### src/rtl/decoder_seq_if.sv
// decoder_seq_if: request/response bundle for the sequenced one-hot decoder.
// master = code source (drives mode/en/in_valid/in), slave = decoder_seq.
interface decoder_seq_if #(
   parameter int IN_W = 3
);
   localparam int OUT_W = 2**IN_W;

   logic [1:0]       mode;
   logic             en;
   logic             in_valid;
   logic             in_ready;
   logic [IN_W-1:0]  in;
   logic [OUT_W-1:0] out;
   logic             out_valid;
   logic             busy;

   modport master (output mode, en, in_valid, in,
                   input  in_ready, out, out_valid, busy);
   modport slave  (input  mode, en, in_valid, in,
                   output in_ready, out, out_valid, busy);
endinterface

### src/rtl/decoder_seq.sv
// decoder_seq: registered N-to-2^N one-hot decoder with valid/ready intake,
// output enable and LEVEL / PULSE / SCAN modes.
// Optional: define DECODER_SEQ_ACTIVE_LOW_EN for one-cold (inverted) out.
module decoder_seq #(
   parameter int IN_W      = 3,
   parameter int PULSE_LEN = 4
) (
   input logic        clk,
   input logic        rst_n,
   decoder_seq_if.slave bus
);
   localparam int OUT_W = 2**IN_W;

   typedef enum logic [1:0] {IDLE, HOLD, PULSE, SCAN} state_t;

   state_t           state, state_nx;
   logic [IN_W-1:0]  code, code_nx;   // stored code (HOLD/PULSE) or scan index
   logic [7:0]       cnt, cnt_nx;     // pulse cycles remaining after this one
   logic [OUT_W-1:0] out_r, out_nx;
   logic             out_valid_r;
   logic             resume;          // previous cycle had en low: restore, do not advance
   logic             mismatch;
   logic             ready;
   logic             accept;

   function automatic logic [OUT_W-1:0] dec(input logic [IN_W-1:0] c);
      logic [OUT_W-1:0] v;
      v    = '0;
      v[c] = 1'b1;
      return v;
   endfunction

   // Intake: a mode that no longer matches the active state blocks accepts
   always_comb begin
      mismatch = 1'b0;
      case (state)
         HOLD:    mismatch = (bus.mode != 2'b00);
         PULSE:   mismatch = (bus.mode != 2'b01);
         SCAN:    mismatch = (bus.mode != 2'b10);
         default: mismatch = 1'b0;
      endcase
      ready  = bus.en && (bus.mode != 2'b11) && !mismatch &&
               ((bus.mode != 2'b01) || (state == IDLE));
      accept = bus.in_valid && ready;
   end

   // Next-state / next-output decode; out defaults to zero every cycle
   always_comb begin
      state_nx = state;
      code_nx  = code;
      cnt_nx   = cnt;
      out_nx   = '0;
      if (!bus.en) begin
         // frozen: state, code and counter hold, out blanks
      end else if (bus.mode == 2'b11 || mismatch) begin
         state_nx = IDLE;
         cnt_nx   = '0;
      end else begin
         case (bus.mode)
            2'b00: begin
               if (accept) begin
                  state_nx = HOLD;
                  code_nx  = bus.in;
                  out_nx   = dec(bus.in);
               end else if (state == HOLD) begin
                  out_nx = dec(code);
               end
            end
            2'b01: begin
               if (accept) begin
                  state_nx = PULSE;
                  code_nx  = bus.in;
                  cnt_nx   = 8'(PULSE_LEN - 1);
                  out_nx   = dec(bus.in);
               end else if (state == PULSE) begin
                  if (resume) begin
                     out_nx = dec(code);
                  end else if (cnt == 8'd0) begin
                     state_nx = IDLE;
                  end else begin
                     cnt_nx = cnt - 8'd1;
                     out_nx = dec(code);
                  end
               end
            end
            default: begin
               if (accept) begin
                  state_nx = SCAN;
                  code_nx  = bus.in;
                  out_nx   = dec(bus.in);
               end else if (state == SCAN) begin
                  // index width is exactly log2(OUT_W), so +1 wraps naturally
                  code_nx = resume ? code : code + 1'b1;
                  out_nx  = dec(code_nx);
               end
            end
         endcase
      end
   end

   // State, counters and registered outputs
   always_ff @(posedge clk or negedge rst_n) begin
      if (!rst_n) begin
         state       <= IDLE;
         code        <= '0;
         cnt         <= '0;
         out_r       <= '0;
         out_valid_r <= 1'b0;
         resume      <= 1'b0;
      end else begin
         state       <= state_nx;
         code        <= code_nx;
         cnt         <= cnt_nx;
         out_r       <= out_nx;
         out_valid_r <= |out_nx;
         resume      <= !bus.en;
      end
   end

   assign bus.in_ready  = ready;
   assign bus.out_valid = out_valid_r;
   assign bus.busy      = (state == PULSE) || (state == SCAN);
`ifdef DECODER_SEQ_ACTIVE_LOW_EN
   assign bus.out = ~out_r;
`else
   assign bus.out = out_r;
`endif
endmodule

### src/flat_wrapper.sv
// flat-port wrapper written by rule: the top's interface ports become plain ports
module decoder_seq_flat 
#(
   parameter int IN_W      = 3,
   parameter int PULSE_LEN = 4
)
  (clk, rst_n, bus_mode, bus_en, bus_in_valid, bus_in, bus_in_ready, bus_out, bus_out_valid, bus_busy);
  decoder_seq_if #(.IN_W(IN_W)) bus_i ();
  input logic clk;
  input logic rst_n;
  input wire logic [$bits(bus_i.mode)-1:0] bus_mode;
  input wire logic [$bits(bus_i.en)-1:0] bus_en;
  input wire logic [$bits(bus_i.in_valid)-1:0] bus_in_valid;
  input wire logic [$bits(bus_i.in)-1:0] bus_in;
  output wire logic [$bits(bus_i.in_ready)-1:0] bus_in_ready;
  output wire logic [$bits(bus_i.out)-1:0] bus_out;
  output wire logic [$bits(bus_i.out_valid)-1:0] bus_out_valid;
  output wire logic [$bits(bus_i.busy)-1:0] bus_busy;
  assign bus_i.mode = bus_mode;
  assign bus_i.en = bus_en;
  assign bus_i.in_valid = bus_in_valid;
  assign bus_i.in = bus_in;
  assign bus_in_ready = bus_i.in_ready;
  assign bus_out = bus_i.out;
  assign bus_out_valid = bus_i.out_valid;
  assign bus_busy = bus_i.busy;
  decoder_seq #(.IN_W(IN_W), .PULSE_LEN(PULSE_LEN)) u_core (.clk(clk), .rst_n(rst_n), .bus(bus_i));
endmodule
### config.mk
export PLATFORM = sky130hd
export DESIGN_NAME = decoder_seq_flat
export DESIGN_NICKNAME = d
export VERILOG_FILES = /design/src/rtl/decoder_seq_if.sv /design/src/rtl/decoder_seq.sv /design/src/flat_wrapper.sv
export SDC_FILE = /design/constraint.sdc
export NUM_CORES = 1
export LEC_CHECK = 0
export BUFFER_PORTS_ARGS = -buffer_cell sky130_fd_sc_hd__buf_4
export CAP_MARGIN = 0
export CELL_PAD_IN_SITES_DETAIL_PLACEMENT = 0
export CELL_PAD_IN_SITES_GLOBAL_PLACEMENT = 1
export CORE_ASPECT_RATIO = 1.25
export CORE_MARGIN = 2
export CORE_UTILIZATION = 45
export CTS_CLUSTER_DIAMETER = 150
export DETAILED_ROUTE_END_ITERATION = 8
export PLACE_DENSITY_LB_ADDON = 0.1
export SKIP_LAST_GASP = 1
export SLEW_MARGIN = 30
export SYNTH_ARGS = -nofsm -noshare
export SYNTH_HDL_FRONTEND = slang
export SYNTH_SLANG_ARGS = --single-unit
### constraint.sdc
create_clock -name clk -period 5.6 [get_ports clk]
set_input_delay 0.84 -clock clk [delete_from_list [all_inputs] [get_ports clk]]
set_output_delay 0.84 -clock clk [all_outputs]
set_load 0.01 [all_outputs]
-- Word-level counts from Yosys, hierarchy flattened
Index checks and enable logic that the tools add are counted.
- register bits after elaboration: 23
- bits in latches: 0
- memory bits (writable): 0
- bits in read-only memories: 0
- input bits: 9
- word-level logic and storage cells: 90
- memories kept: 0
- add/sub/neg operators: 2
- $mul: 0
- divide/modulo/power cells: 0
- order comparisons: 6
- eq/ne operators: 12
- shift operators: 0
- mux-type cells: 37
- bitwise operators: 1
- reduce and logical (&&, ||, !) cells: 26
- operators by type and width (cell ; count):
    $mux W8 ; 16
    $pmux W8 S2 ; 1
    $mux W3 ; 5
    $mux W2 ; 7
    $lt A3 B4 Y1 const B ; 3
    $demux W1 S3 ; 3
    $ge A3 B1 Y1 const B ; 3
    $reduce_bool A3 Y1 ; 3
    $logic_not A8 Y1 ; 1
    $reduce_or A8 Y1 ; 1
    $sub A8 B1 Y8 const B ; 1
    $logic_and A1 B1 Y1 ; 7
    $eq A2 B2 Y1 const B ; 3
    $ne A3 B1 Y1 const B ; 2
    $reduce_and A6 Y1 ; 1
    $reduce_bool A2 Y1 ; 3
    $reduce_and A5 Y1 ; 1
    $eq A2 B1 Y1 const B ; 2
    $logic_not A2 Y1 ; 2
    $ne A2 B1 Y1 const B ; 2
    $ne A2 B2 Y1 const B ; 2
    $pmux W2 S2 ; 1
    $reduce_and A4 Y1 ; 1
    $add A3 B1 Y3 const B ; 1
    7 further kinds ; 12

-- Logic depth before layout (Yosys ltp)
- word-level depth: 12
- mapped depth: 10
- depth with buffers taken out: 9

-- Least setup slack after synthesis
OpenSTA, ideal clock, no wires.
- path type: input to register
- start point: input bus_mode[1]
- end point: register u_core.out_valid_r, in the netlist u_core.bus.out_valid
- library setup time: 139 ps
- arrival: 2729 ps
- data required time: 5461 ps
- slack: 2732 ps
- stages on the path: 8
- path through: buf_2 > a21o_1 > a211o_1 > o221ai_1 > a31oi_1 > or4_1 > nor2_1 > or4b_1
- cells in the longest elaborated chain, start to end: 11
- RTL lines (item ; line ; RTL):
    from (decl) ; flat_wrapper.sv:11 ; input wire logic [$bits(bus_i.mode)-1:0] bus_mode;
    $ne A2 B2 Y1 (tied with other cells) ; decoder_seq.sv:39 ; SCAN: mismatch = (bus.mode != 2'b10);
    $pmux W1 S3 ; decoder_seq.sv:36 ; case (state)
    $logic_not A1 Y1 ; decoder_seq.sv:42 ; ready = bus.en && (bus.mode != 2'b11) && !mismatch &&
    $logic_and A1 B1 Y1 (2 in a row) ; decoder_seq.sv:42 ;
    $logic_and A1 B1 Y1 ; decoder_seq.sv:44 ; accept = bus.in_valid && ready;
    $mux W8, on equally long branches ; decoder_seq.sv:87, decoder_seq.sv:61, decoder_seq.sv:70 ;
    $pmux W8 S2 ; decoder_seq.sv:59 ; case (bus.mode)
    $mux W8 (*) ; decoder_seq.sv:55 ; end else if (bus.mode == 2'b11 || mismatch) begin
    $mux W8 (*) ; decoder_seq.sv:53 ; if (!bus.en) begin
    named net u_core.out_nx[1] ; decoder_seq.sv:19 ; logic [OUT_W-1:0] out_r, out_nx;
    $reduce_or A8 Y1 (*) ; decoder_seq.sv:115 ; out_valid_r <= |out_nx;
    to (signal assigned) ; decoder_seq.sv:115 ;
    to (decl) ; decoder_seq.sv:20 ; logic out_valid_r;
The timed path passes the listed nets; every way through them passes the cells marked *.
A chain may end at the register's enable or synchronous reset.

-- Final worst setup path
- start point: register u_core.state[0]
- end point: register u_core.out_valid_r, in the netlist u_core.bus.out_valid
- cells in the longest elaborated chain, start to end: 11
- RTL lines (item ; line ; RTL):
    from (decl) ; decoder_seq.sv:16 ; state_t state, state_nx;
    from (signal assigned) ; decoder_seq.sv:111 ; state <= state_nx;
    $eq A2 B2 Y1 (tied with other cells) ; decoder_seq.sv:36, decoder_seq.sv:91 ;
    $pmux W1 S3 ; decoder_seq.sv:36 ;
    $logic_not A1 Y1 ; decoder_seq.sv:42 ;
    $logic_and A1 B1 Y1 (2 in a row) ; decoder_seq.sv:42 ;
    $logic_and A1 B1 Y1 ; decoder_seq.sv:44 ;
    $mux W8, on equally long branches ; decoder_seq.sv:87, decoder_seq.sv:61, decoder_seq.sv:70 ;
    $pmux W8 S2 ; decoder_seq.sv:59 ;
    $mux W8 (*) ; decoder_seq.sv:55 ;
    $mux W8 (*) ; decoder_seq.sv:53 ;
    named net u_core.out_nx[3] ; decoder_seq.sv:19 ;
    $reduce_or A8 Y1 (*) ; decoder_seq.sv:115 ;
Marked as above.

==> flow_summary.json <==
{
  "number_of_filler_cells_placed_in_the_layout": 380,
  "die_y_microns": 75.43,
  "holdBufCountCts": 0,
  "max_freq_ghz": 0.3240,
  "htree_num_levels": 1,
  "dp_hpwl_microns": 3892,
  "synth_compound_gate_area_share_pct": 29.09,
  "timing.final.hold_violations": 0,
  "postSynth.topFlopCell": "dfrtp_1",
  "synth_fp_nets": 240,
  "vdd.ir_drop.worst_v": 0.0002413,
  "dpl_worst_slack_ns": 2.310,
  "ant_nets": 0,
  "fin_setup_tns_ns": 0,
  "placed_cell_count": 288,
  "gr-usage-all-layers_pct": 24.06,
  "grt_start_max_net_pins": 24,
  "count_of_mapped_cells_out_of_synthesis": 229,
  "clockBufferDepth": 2,
  "rd_place_congestion": 0.8885,
  "core_area_sq_mm": 0.003847,
  "yosysSeqAreaShare_pct": 31.34,
  "comb_power_share_pct": 49.2,
  "setup.worst_path.start": "u_core.state[0]$_DFFE_PN0P_",
  "seq_power_share_pct": 38.2,
  "critPathKind": "flip-flop to flip-flop",
  "required_worst_endpoint_ns": 5.74,
  "power_density_mw_per_mm2": 415.0,
  "worst_setup_hold_path_clk_slew_ns": 0.09,
  "worst_slew_pin_tran_ns": 0.6871,
  "numCtsBuffers": 3,
  "grt_antenna_before_repair": 0,
  "die_width_microns": 61.15,
  "basic_gate_share_of_the_synthesized_area_counting_and_or_nand_and_nor_cells_pct": 30.11,
  "power_report.internal_total_w": 0.0004326,
  "min_path_type": "input port to asynchronous set/reset pin",
  "timing.max_slew.rel_slack_pct": 53.98,
  "synthToLayoutAreaGrowth_pct": 10.69,
  "share_of_power_burned_in_the_clock_network_pct": 12.6,
  "drt-initial-drc-count": 158,
  "clock-skew-final_ns": 0.007641,
  "yosys_register_bits": 23,
  "final_net_count": 250,
  "die-area_sq_mm": 0.004612,
  "detail_route.first_pass.iterations": 5,
  "wl_per_cell_microns": 17.75,
  "clock_insertion_delay_worst_skew_ns": 0.27,
  "critical_path.max_fanout": 16,
  "setup_viol": 0,
  "clk_root_buffer_cell": "clkbuf_8",
  "timing.final.crit_share_pct": 55.11,
  "tritoncts": "done",
  "rsz_0062_raised_after_global_routing": "no",
  "post_synthesis_area_per_instance_sq_um": 8.021,
  "ys_warn_count": 0,
  "critPathLaunchType": "flip-flop",
  "cts.repair.resized": 0,
  "grt-ovfl-total": 0,
  "asyncSetResetFlopFracSynth_pct": 100.0,
  "sw_frac_of_total_pct": 48.73,
  "max_cap_viol": 0,
  "count_of_flip_flops_with_a_built_in_enable_after_synthesis": 0,
  "grt_pass1_wl_microns": 8300,
  "design.portCount": 20,
  "clock-sinks": 23,
  "xor_and_xnor_fraction_of_the_mapped_netlist_area_pct": 1.907,
  "grt_pass1_vias": 1681,
  "muxShareOfSynthArea_pct": 0.5450,
  "post_synth_fa_ha_maj_area_fraction_pct": 1.907,
  "post_layout_nonfiller_instances": 292,
  "synth_top_family_by_area": "simple AND/OR/NAND/NOR gates",
  "worstPathArrival_ns": 3.23,
  "worstReg2RegStart": "u_core.state[0]$_DFFE_PN0P_",
  "num_antenna_cells": 0,
  "port-buffer-count": 19,
  "number_of_slew_limit_violations_in_the_final_report": 0,
  "run_status": "finished clean",
  "floorplan.initialDensity_pct": 47.74,
  "power.net_switching_w": 0.0004112,
  "row_count": 25,
  "leakage_nw": 0.8303,
  "drt_wl_total_microns": 5182,
  "critPathCaptureType": "flip-flop",
  "drc": 0,
  "vias": 1828,
  "synth_area_sq_mm": 0.001837,
  "via_per_inst": 6.260,
  "cts_setup_buffers": 0,
  "setup_slack_ns": 2.514,
  "drive_gt1_share_pct": 13.87,
  "fin_crit_ns": 3.086,
  "netlist_cell_types": 56
}
[cell usage after synthesis, drive strengths merged (2+ instances only)]
library cell	n	area (sq um)
dfrtp	23	575.6
nor2	22	82.58
o21ai	22	113.9
nand2	18	67.56
nor3	12	60.06
a31oi	9	62.56
inv	9	33.78
a21oi	7	35.03
buf	7	33.78
clkbuf	7	26.28
nand2b	7	43.79
nand3	7	35.03
nor4	6	37.54
o31ai	6	58.81
and3	5	31.28
nor3b	5	37.54
nor2b	4	25.02
or4	4	33.78
a211o	3	26.28
nand3b	3	22.52
o221ai	3	26.28
xnor2	3	26.28
a21o	2	15.01
a22oi	2	15.01
a41oi	2	17.52
and2	2	12.51
ha	2	25.02
o2111ai	2	17.52
o211ai	2	15.01
o41ai	2	36.29
or3	2	12.51
or3b	2	17.52
[cell usage in the layout (no fill, tap or decap), drive strengths merged, types with 2 or more instances in the layout]
cell / synthesis / final
o41ai: 2 / 2
a211o: 3 / 3
or3: 2 / 2
nand3b: 3 / 3
a21oi: 7 / 7
nor3: 12 / 12
o211ai: 2 / 2
nand3: 7 / 7
dfrtp: 23 / 23
xnor2: 3 / 3
buf: 7 / 19
a21o: 2 / 2
nand2b: 7 / 7
nand2: 18 / 18
a41oi: 2 / 2
nor2b: 4 / 4
o21ai: 22 / 22
o31ai: 6 / 6
o221ai: 3 / 3
a22oi: 2 / 2
clkbuf: 7 / 3
nor4: 6 / 6
ha: 2 / 2
inv: 9 / 9
a31oi: 9 / 9
o2111ai: 2 / 2
nor3b: 5 / 5
or3b: 2 / 2
and3: 5 / 5
nor2: 22 / 22
or4: 4 / 4
and2: 2 / 2
[routing by layer]
layer	up-vias	wire length (microns)	GRT usage, %
met1	857	2195	31.15
met5	-	0	0
met2	79	2605	41.61
met4	0	74	7.488
li1	885	-	-
met3	7	305	2.377
[state kept, by name (all words and copies together), names as in the netlist]
| name | count |
|---|---|
| u_core.bus.out_valid | 1 |
| u_core.bus.out | 8 |
| u_core.resume | 1 |
| u_core.cnt | 8 |
| u_core.state | 2 |
| u_core.code | 3 |
[cell families (layout without fill, tap and decap cells)]
| family | after synthesis | in the layout |
|---|---|---|
| adder cells (fa/ha/maj) | 3 | 3 |
| XOR/XNOR | 4 | 4 |
| flip-flops | 23 | 23 |
| buffers and inverters | 23 | 32 |
| multiplexers | 1 | 1 |
| AO/OA/AOI/OAI | 72 | 72 |
| AND/OR/NAND/NOR | 103 | 103 |
[through the flow]
stage / total power (W) / hold slack, ns / cell area, sq um / utilization (%)
5_1_grt: 0.0009089 / 0.4639 / 2033 / 52.85
3_3_place_gp: 0.0007264 / 0.5220 / 1987 / 51.64
2_1_floorplan: 0.0006137 / 0.4857 / 1837 / -
6_report: 0.0008438 / 0.4429 / 2033 / 52.85
3_5_place_dp: 0.0007340 / 0.5321 / 1987 / 51.64
4_1_cts: 0.0008416 / 0.4536 / 2033 / 52.85
[worst max-delay path, stage by stage, from the launching register on]
cell and delay (ns):
dfrtp_1 0.66, nor2b_1 0.28, nor4_1 0.62, o21ai_0 0.30, and3_1 0.27, o2111ai_1 0.19, a21oi_1 0.11, or4b_1 0.52
[power by group through the flow]
| stage | clock [W] | combinational (W) | sequential [W] |
|---|---|---|---|
| after CTS | 0.000110 | 0.000413 | 0.000319 |
| final | 0.000106 | 0.000416 | 0.000322 |
| after global placement | 0 | 0.000406 | 0.000320 |
| after detailed placement | 0 | 0.000411 | 0.000323 |
| after global routing | 0.000115 | 0.000460 | 0.000334 |
| after floorplan | 0 | 0.000352 | 0.000262 |
[final timing paths]
path	end	slack, ns	depth (start not counted)
min in group clk	u_core.cnt[0]$_DFFE_PN0P_	0.54	1
setup reg to reg	u_core.bus.out_valid$_DFF_PN0_	2.51	7
setup / recovery	u_core.bus.out_valid$_DFF_PN0_	2.51	7
hold reg to reg	u_core.cnt[0]$_DFFE_PN0P_	0.54	1
max in group asynchronous	u_core.code[1]$_DFFE_PN0P_	4.92	1
hold / removal	u_core.state[0]$_DFFE_PN0P_	0.44	1
[layout make-up]
type	instances	area, sq um	area share (%)
inverters	9	33.78	1.662
flip-flops and latches	23	575.6	28.31
repair buffers	19	142.6	7.015
clock buffers	3	41.29	2.031
clock inverters	1	5.005	0.2462
multi-input cells	183	1167	57.42
well taps	54	67.56	3.323
(Power assumes the default switching activity.)
